$ cat config.mk
export PLATFORM = sky130hd
export DESIGN_NAME = hazard_ctrl_unit
export DESIGN_NICKNAME = d
export VERILOG_FILES = /design/src/rtl/hazard_ctrl_unit.sv
export SDC_FILE = /design/constraint.sdc
export NUM_CORES = 1
export LEC_CHECK = 0
export CAP_MARGIN = 15
export CORE_UTILIZATION = 43
export CTS_CLUSTER_DIAMETER = 150
export CTS_CLUSTER_SIZE = 8
export DETAILED_ROUTE_END_ITERATION = 10
export PLACE_DENSITY = 0.9
export RECOVER_POWER = 25
export SKIP_CTS_REPAIR_TIMING = 1
export SLEW_MARGIN = 20
export SYNTH_ARGS = -nofsm -noshare
export SYNTH_HDL_FRONTEND = slang
export SYNTH_SLANG_ARGS = --single-unit
$ cat constraint.sdc
create_clock -name clk -period 2.8 [get_ports clk]
set_clock_uncertainty 0.15 [all_clocks]
set_input_delay 0.56 -clock clk [delete_from_list [all_inputs] [get_ports clk]]
set_output_delay 0.56 -clock clk [all_outputs]
set_load 0.05 [all_outputs]
$ cat src/rtl/hazard_ctrl_unit.sv
// Hazard control for the RV32I 5-stage pipeline: EX operand forwarding,
// counted load-use stalls, long-latency scoreboard and branch flush.
module hazard_ctrl_unit #(
    parameter  int NFWD     = 2,
    parameter  int RADDR_W  = 5,
    parameter  int LU_STALL = 1,
    localparam int SEL_W    = $clog2(NFWD + 1),
    localparam int NREGS    = 2 ** RADDR_W
) (
    input  logic                    clk,
    input  logic                    rst,
    input  logic [NFWD*RADDR_W-1:0] fwd_rd,
    input  logic [NFWD-1:0]         fwd_RegWEn,
    input  logic [RADDR_W-1:0]      id_ex_rs1,
    input  logic [RADDR_W-1:0]      id_ex_rs2,
    output logic [SEL_W-1:0]        fwd_sel_A,
    output logic [SEL_W-1:0]        fwd_sel_B,
    input  logic [RADDR_W-1:0]      if_id_rs1,
    input  logic [RADDR_W-1:0]      if_id_rs2,
    input  logic                    if_id_rs1_used,
    input  logic                    if_id_rs2_used,
    input  logic [RADDR_W-1:0]      if_id_rd,
    input  logic                    if_id_RegWEn,
    input  logic [RADDR_W-1:0]      id_ex_rd,
    input  logic                    id_ex_MemRead,
    input  logic                    long_issue,
    input  logic [RADDR_W-1:0]      long_issue_rd,
    input  logic                    long_done,
    input  logic [RADDR_W-1:0]      long_done_rd,
    input  logic                    br_taken,
    output logic                    pc_stall,
    output logic                    if_id_stall,
    output logic                    id_ex_bubble,
    output logic                    if_id_flush,
    output logic                    id_ex_flush,
    output logic [NREGS-1:0]        busy,
    output logic [31:0]             stall_cnt
);

    typedef enum logic {
        IDLE,
        LU_WAIT
    } state_t;

    state_t            state;
    logic [2:0]        lu_cnt;
    logic              lu_hz;
    logic              score_hz;
    logic              stall;
    logic [NREGS-1:0]  set_mask;
    logic [NREGS-1:0]  clr_mask;
    logic [NREGS-1:0]  busy_nxt;

    // Walk oldest to youngest so the youngest matching source wins.
    always_comb begin
        fwd_sel_A = '0;
        fwd_sel_B = '0;
        for (int k = NFWD - 1; k >= 0; k--) begin
            if (fwd_RegWEn[k] && fwd_rd[k*RADDR_W +: RADDR_W] != '0) begin
                if (fwd_rd[k*RADDR_W +: RADDR_W] == id_ex_rs1)
                    fwd_sel_A = SEL_W'(k + 1);
                if (fwd_rd[k*RADDR_W +: RADDR_W] == id_ex_rs2)
                    fwd_sel_B = SEL_W'(k + 1);
            end
        end
    end

    always_comb begin
        lu_hz = id_ex_MemRead && (id_ex_rd != '0) &&
                ((if_id_rs1_used && if_id_rs1 == id_ex_rd) ||
                 (if_id_rs2_used && if_id_rs2 == id_ex_rd));
        score_hz = (if_id_rs1_used && busy[if_id_rs1]) ||
                   (if_id_rs2_used && busy[if_id_rs2]) ||
                   (if_id_RegWEn && busy[if_id_rd]);
        stall = ((state == LU_WAIT) || (state == IDLE && lu_hz) ||
                 score_hz) && !br_taken;
    end

    assign pc_stall     = stall;
    assign if_id_stall  = stall;
    assign id_ex_bubble = stall;
    assign if_id_flush  = br_taken;
    assign id_ex_flush  = br_taken;

    // Set is OR-ed in after clear so a same-cycle issue/retire keeps the bit.
    always_comb begin
        set_mask    = long_issue ? (NREGS'(1) << long_issue_rd) : '0;
        clr_mask    = long_done ? (NREGS'(1) << long_done_rd) : '0;
        busy_nxt    = (busy & ~clr_mask) | set_mask;
        busy_nxt[0] = 1'b0;
    end

    always_ff @(posedge clk) begin
        if (rst) begin
            state     <= IDLE;
            lu_cnt    <= '0;
            busy      <= '0;
            stall_cnt <= '0;
        end else begin
            busy <= busy_nxt;
            if (stall && stall_cnt != 32'hFFFF_FFFF)
                stall_cnt <= stall_cnt + 32'd1;
            if (br_taken) begin
                state  <= IDLE;
                lu_cnt <= '0;
            end else begin
                unique case (state)
                    IDLE: begin
                        if (lu_hz && LU_STALL > 1) begin
                            state  <= LU_WAIT;
                            lu_cnt <= 3'(LU_STALL - 1);
                        end
                    end
                    LU_WAIT: begin
                        if (lu_cnt == 3'd1) begin
                            state  <= IDLE;
                            lu_cnt <= '0;
                        end else begin
                            lu_cnt <= lu_cnt - 3'd1;
                        end
                    end
                    default: begin
                        state  <= IDLE;
                        lu_cnt <= '0;
                    end
                endcase
            end
        end
    end

endmodule

==> impl_metrics.toml, run 1 <==
[drt]
antenna_left = 0
routed_wl_mm = 16.4
drtIter0Drc = 372
post-route-drc-count = 0
vias = 5194
wire_per_inst_um = 19.1
firstDrtPassIters = 5
via_per_inst = 6.05

[power_and_ir_drop]
power_mw = 2.36
vdd_ir_drop_max_v = 0.000278
power.density_mw_per_mm2 = 338
total_leakage_power_nw = 2.65

[global_route]
antenna_found_initial = 0
grt_first_pass_wirelength_mm = 23.1
grt_max_degree = 47
grt_usage = 0.284
grt_overflow = 0
grt_pass1_vias = 4783

[critical_path]
cp_max_fo = 5
required_ns = 2.09
path_class = "reg -> out"
cp-end-kind = "output pin"
startpoint_type = "register"
cp.arrival_ns = 2.30
cp_slowest_stage_delay_ns = 0.49
worstPathCellList = "mux4_2 -> mux2i_2 -> nor3b_2 -> a31oi_2 -> a41oi_4 -> nor2_4 -> inv_6 -> buf_8"
cpMaxStageDelayCell = "mux4_2"

[die]
die-area_mm2 = 0.0105
io_pins = 134
rows = 36
die_h_um = 102
die_w_um = 102
fp.coreArea_mm2 = 0.00977
start_util = 0.443

[timing]
finalCritPeriodShare = 1.08
max_freq_ghz = 0.332
worst_pin_slew_ns = 1.70
maxSlewHeadroom = -0.132
finalMaxSlewViolations = 33
setup_slack_ns = -0.214
min_period_ns = 3.01
setup_viol = 27
rsz0062_at_grt = "yes"
final-hold-violation-count = 0
hold_ws_ns = 0.371

[finish]
area_growth_syn_to_layout_pct = 60.7
drive_gt1_frac = 0.283
antennaDiodeCount = 0
nNetsFinal = 784
post-route-util = 0.713

[synthesis]
syn-cell-area_mm2 = 0.00433
syn_avg_cell_area_um2 = 8.24
synth_edf_count = 0
synth_compound_area_frac = 0.187
ys.flop_type = "dfxtp_1"
muxShareOfSynthArea = 0.135
ys_warn_count = 0
syn_nets = 590
synth_top_family_by_area = "simple AND/OR/NAND/NOR gates"
synth_cells = 526
yosysSeqAreaShare = 0.309
synth_cell_types = 49
synth_xor_area_frac = 0.0667
ys_ff_latch = 67
synthSimpleGateAreaFrac = 0.242
async_flop_share = 0
synthAdderAreaFrac = 0.00866

[clock_tree]
clock-sinks = 67
cts_tree = "yes"
htree_levels = 3
clk_pin_slew_ns = 0.07
root_buffer = "clkbuf_8"
clockBufferDepth = 2
clkLatencyLatePin_ns = 0.34
cts_made_buffers = 9

[placed_design]
hpwl_mm = 11.5
gp_congestion = 0.984
numPortBuffers = 132

[job]
maxCapViolCount = 1

[hold_path]
min_path_type = "reg -> reg"

[outcome]
status = "complete, but fails checks"
violations = "max-capacitance violations, max-slew violations, negative setup slack"
==> area by class of cell <==
| class | count | area, µm² |
|---|---|---|
| Tap cell | 133 | 166 |
| Multi-Input combinational cell | 414 | 3040 |
| Fill cell | 656 | 2810 |
| Sequential cell | 67 | 1380 |
| Inverter | 10 | 42.5 |
| Timing Repair Buffer | 218 | 2140 |
| Clock buffer | 12 | 145 |
| Clock inverter | 4 | 50.0 |
==> worst max-delay path: cells and delay by family, from the launching register on <==
kind | cells | cell delay [ns]
buf+inv | 2 | 0.21
simple gates | 2 | 0.29
compound gates | 2 | 0.40
mux | 2 | 0.70
flops | 1 | 0.37
==> synth_stat cells, drive strengths merged (2+ instances only) <==
cell type | count | area, µm²
inv | 10 | 37.5
o31ai | 12 | 90.1
xor2 | 18 | 158
nor4 | 7 | 50.1
nand2b | 8 | 50.1
or4 | 19 | 143
a311oi | 2 | 17.5
a21oi | 61 | 305
nor2b | 9 | 56.3
or3 | 13 | 81.3
xnor2 | 15 | 131
and2 | 2 | 12.5
nand2 | 57 | 214
nor2 | 20 | 75.1
a31oi | 2 | 12.5
o21ai | 51 | 263
dfxtp | 67 | 1340
a221oi | 3 | 26.3
and3 | 7 | 43.8
buf | 20 | 124
mux2i | 21 | 210
clkbuf | 15 | 56.3
nand3 | 19 | 95.1
nand3b | 9 | 67.6
ha | 3 | 37.5
mux4 | 15 | 342
or2 | 6 | 37.5
nand4 | 8 | 50.1
a2111oi | 4 | 35.0
o211ai | 2 | 15.0
nor3 | 8 | 40.0
mux2 | 3 | 33.8
==> metrics by stage <==
stage               setup WS, ns  instance area (µm²)  instances  TNS [ns]
floorplan                -0.0735                 4490        526    -0.200
global placement          -0.725                 6310        826    -20.73
detailed placement        -0.830                 6310        826    -23.39
CTS                       -0.845                 6510        842    -12.66
global route              -0.319                 6970        858     -6.00
finish                    -0.214                 6970        858     -2.87
==> cell families after synthesis <==
| logic type | after synthesis |
|---|---|
| AO/OA/AOI/OAI | 142 |
| XOR/XNOR | 33 |
| AND/OR/NAND/NOR | 196 |
| multiplexers | 39 |
| buffers and inverters | 45 |
| other | 1 |
| adder cells (fa/ha/maj) | 3 |
| flip-flops | 67 |
==> power breakdown <==
| part | internal (mW) | total [mW] | switching, mW |
|---|---|---|---|
| clock | 0.435 | 0.807 | 0.372 |
| combinational | 0.283 | 0.580 | 0.297 |
| sequential | 0.955 | 0.969 | 0.0133 |
==> routing by layer <==
layer / vias to the layer above / routed length (µm) / global-route usage
met5: - / 0 / 0
met4: 0 / 405 / 0.0868
met3: 50 / 1510 / 0.0670
met2: 317 / 8010 / 0.484
met1: 2493 / 6450 / 0.356
li1: 2334 / - / -
==> cells in the final DEF (no fill, tap or decap), types with 10 or more instances in the layout <==
cell / count
mux2i_1: 20
xor2_1: 18
nand2_1: 57
a21oi_1: 51
dfxtp_1: 47
xnor2_1: 14
clkdlybuf4s50_1: 88
o31ai_1: 11
nand3_1: 19
clkbuf_8: 10
dlymetal6s2s_1: 26
dfxtp_2: 14
nor2_1: 19
o21ai_0: 46
or4_4: 13
a21oi_2: 10
mux4_2: 14
buf_4: 77
or3_1: 13
==> path summary, 6_finish.rpt <==
path                               startpoint             to  slack, ns  depth (start not counted)
worst max-delay path                 busy[18]       pc_stall      -0.21                          8
worst min-delay path            stall_cnt[20]  stall_cnt[20]       0.37                          2
worst max register to register       busy[18]  stall_cnt[12]      -0.20                         11
worst min register to register  stall_cnt[20]  stall_cnt[20]       0.37                          2
==> registers in the layout (all words and copies together), names as in the netlist <==
| register | flops |
|---|---|
| stall_cnt | 32 |
| state | 1 |
| lu_cnt | 3 |
| busy | 31 |
Note: power is estimated with default switching activity, not from simulation.
==> inputs of run 2 (changes only) <==
--- a/config.mk
+++ b/config.mk
@@ -5,12 +5,13 @@
 export SDC_FILE = /design/constraint.sdc
 export NUM_CORES = 1
 export LEC_CHECK = 0
+export ABC_AREA = 1
 export CAP_MARGIN = 15
-export CORE_UTILIZATION = 43
+export CORE_UTILIZATION = 46
 export CTS_CLUSTER_DIAMETER = 150
 export CTS_CLUSTER_SIZE = 8
 export DETAILED_ROUTE_END_ITERATION = 10
-export PLACE_DENSITY = 0.9
+export PLACE_DENSITY = 0.91
 export RECOVER_POWER = 25
 export SKIP_CTS_REPAIR_TIMING = 1
 export SLEW_MARGIN = 20
==> impl_metrics.toml, run 2 <==
[outcome]
status = "finished, final reports clean"

[global_route]
grt_overflow = 0
grt_max_degree = 37
grt_pass1_vias = 5900
antenna_found_initial = 0
grt_usage = 0.285
grt_first_pass_wirelength_mm = 27.2

[synthesis]
synth_area_leaders = "dfxtp_1, nand2_1, nand3_1"
ys_top_cells_by_count = "nand2_1, inv_1, nand3_1, nor2_1, dfxtp_1"
synth_top_area_share = 0.251
synth_edf_count = 0
ys_ff_latch = 67
synth_cells = 919
synth.largest_area_cell = "dfxtp_1"
ys_warn_count = 0
ys.flop_type = "dfxtp_1"
yosysMostFrequentCell = "nand2_1"
syn-cell-area_mm2 = 0.00535
syn_avg_cell_area_um2 = 5.82
yosysSeqAreaShare = 0.251
syn_nets = 983
async_flop_share = 0
synth_cell_types = 41

[timing]
setup_slack_ns = 0.0130
final-hold-violation-count = 0
finalCritPeriodShare = 0.995
worst_pin_slew_ns = 0.593
finalMaxSlewViolations = 0
setup-tns-final_ns = 0
max_freq_ghz = 0.359
min_period_ns = 2.79
setup_viol = 0
maxSlewHeadroom = 0.606

[hold_path]
min_path_type = "reg -> reg"
min_to = "lu_cnt[0]"
hold_path_startpoint = "lu_cnt[0]"
whs_path_depth = 2

[critical_path]
cp_slowest_stage_delay_ns = 0.50
critical_path.top_delay_family = "simple AND/OR/NAND/NOR gates"
startpoint_type = "input pin"
worst_r2r_path_depth = 14
reg2reg_setup_slack_ns = 0.35
cp_max_fo = 3
rr_endpoint = "stall_cnt[3]"
worstPathCellList = "clkdlybuf4s50_1 -> xor2_1 -> nor4_1 -> nand3_1 -> nor2_2 -> buf_12"
required_ns = 2.09
path_class = "in -> out"
cp-end-kind = "output pin"
cpMaxStageDelayCell = "clkdlybuf4s50_1"
path_buf_inv = 2
cp.arrival_ns = 2.08
regToRegStartpoint = "stall_cnt[1]"

[clock_tree]
clkLatencyLatePin_ns = 0.33
htree_levels = 3
clk_pin_slew_ns = 0.05
clock-sinks = 67
cts_made_buffers = 9
clockBufferDepth = 2
cts_tree = "yes"
root_buffer = "clkbuf_16"

[power_and_ir_drop]
pwr-share-seq = 0.363
intPower_mw = 1.89
clkPwrFrac = 0.374
vdd_ir_drop_max_v = 0.000336
p_comb_frac = 0.263
p_switching_mw = 0.864
switching_share = 0.314
power.density_mw_per_mm2 = 369
total_leakage_power_nw = 3.42

[finish]
top_regs = "stall_cnt x32, busy x31, lu_cnt x3"
fin_area_mm2 = 0.00747
layout_commonest_cell = "nand2_1"
regMostFlops = "stall_cnt"
largest_reg_flops = 32
layout_common_cells = "nand2_1, inv_1, nand3_1, nor2_1, clkdlybuf4s50_1"
antennaDiodeCount = 0
post-route-util = 0.657
nNetsFinal = 1125
drive_gt1_frac = 0.110
regArea_mm2 = 0.00134
multi_input_area_mm2 = 0.00327
fillers = 970
area_growth_syn_to_layout_pct = 39.7

[drt]
routed_wl_mm = 17.6
vias = 6615
post-route-drc-count = 0
antenna_left = 0
firstDrtPassIters = 5
via_per_inst = 5.47
drtIter0Drc = 898
wire_per_inst_um = 14.5

[die]
fp.coreArea_mm2 = 0.0114
io_pins = 134
rows = 39
die-area_mm2 = 0.0121
die_w_um = 110
start_util = 0.470
die_h_um = 110

[placed_design]
hpwl_mm = 12.8
gp_congestion = 1.03
numPortBuffers = 132
place_ws_ns = -0.296
place_area_mm2 = 0.00698

[job]
maxCapViolCount = 0
[run 2: area by class of cell]
type	count	share of cell area
multi-input combinational	665	0.438
timing repair buffer	175	0.248
sequential	67	0.180
inverter	143	0.0742
clock buffer	12	0.0330
tap	143	0.0240
clock inverter	4	0.00352
[run 2: metal layers]
layer | global-route usage | share of wire | up-vias | routed length (µm)
met3 | 0.0486 | 0.11 | 61 | 2020
met1 | 0.365 | 0.40 | 2948 | 7010
met2 | 0.464 | 0.45 | 395 | 7990
met4 | 0.128 | 0.033 | 0 | 574
met5 | 0 | 0 | - | 0
li1 | - | - | 3211 | -
[run 2: stage by stage]
step	hold slack, ns	power (mW)	cells
floorplan	0.318	1.45	919
global placement	0.335	1.70	1186
detailed placement	0.344	1.71	1186
CTS	0.352	2.74	1202
global route	0.369	2.86	1209
finish	0.352	2.75	1209
[run 2: kinds of logic (layout without fill, tap and decap cells)]
logic type	count (synthesis)	after routing	synth area share
adders and majority gates	3	3	0.00702
and+or+nand+nor	555	555	0.464
AOI/OAI and AO/OA	78	78	0.0765
DFF	67	67	0.251
other	1	1	0.000701
xor gates and xnor gates	28	28	0.0459
buffers and inverters	187	334	0.155
[run 2: worst max path at each step]
stage	startpoint	end	slack, ns	cells after the start
after detailed placement	if_id_rd[0]	if_id_stall	-0.30	14
after global routing	fwd_rd[7]	fwd_sel_A[1]	-0.08	6
after global placement	if_id_rd[0]	id_ex_bubble	-0.28	14
after floorplan	fwd_rd[0]	fwd_sel_A[1]	0.03	4
after CTS	if_id_rd[0]	if_id_stall	-0.30	14
final	fwd_rd[8]	fwd_sel_A[1]	0.01	6
[run 2: worst reg2reg max path, stage by stage (launching register included)]
cell     delay [ns]
dfxtp_1        0.37
ha_1           0.20
nand2_1        0.11
inv_1          0.13
nand3_1        0.12
nor2_2         0.14
nand3_2        0.12
nor2_2         0.19
nand4_2        0.23
inv_2          0.24
nor2_1         0.10
nand3_1        0.09
nand2_1        0.06
nand2_1        0.05
nor2_1         0.04
[run 2: power by group through the flow]
| stage | registers [mW] | logic, mW | clock network (mW) |
|---|---|---|---|
| 3_5_place_dp | 1.02 | 0.689 | 0 |
| 6_report | 1.00 | 0.724 | 1.03 |
| 2_1_floorplan | 1.08 | 0.375 | 0 |
| 5_1_grt | 1.00 | 0.782 | 1.08 |
| 3_3_place_gp | 1.02 | 0.679 | 0 |
| 4_1_cts | 0.998 | 0.693 | 1.05 |
==> inputs of run 3 (changes only) <==
--- a/config.mk
+++ b/config.mk
@@ -9,12 +9,12 @@
 export CAP_MARGIN = 15
 export CORE_UTILIZATION = 46
 export CTS_CLUSTER_DIAMETER = 150
-export CTS_CLUSTER_SIZE = 8
+export CTS_CLUSTER_SIZE = 14
 export DETAILED_ROUTE_END_ITERATION = 10
 export PLACE_DENSITY = 0.91
 export RECOVER_POWER = 25
 export SKIP_CTS_REPAIR_TIMING = 1
-export SLEW_MARGIN = 20
+export SLEW_MARGIN = 10
 export SYNTH_ARGS = -nofsm -noshare
 export SYNTH_HDL_FRONTEND = slang
 export SYNTH_SLANG_ARGS = --single-unit
==> results of run 3 <==
The final DEF is identical to that of run 2; final timing and power are the same.
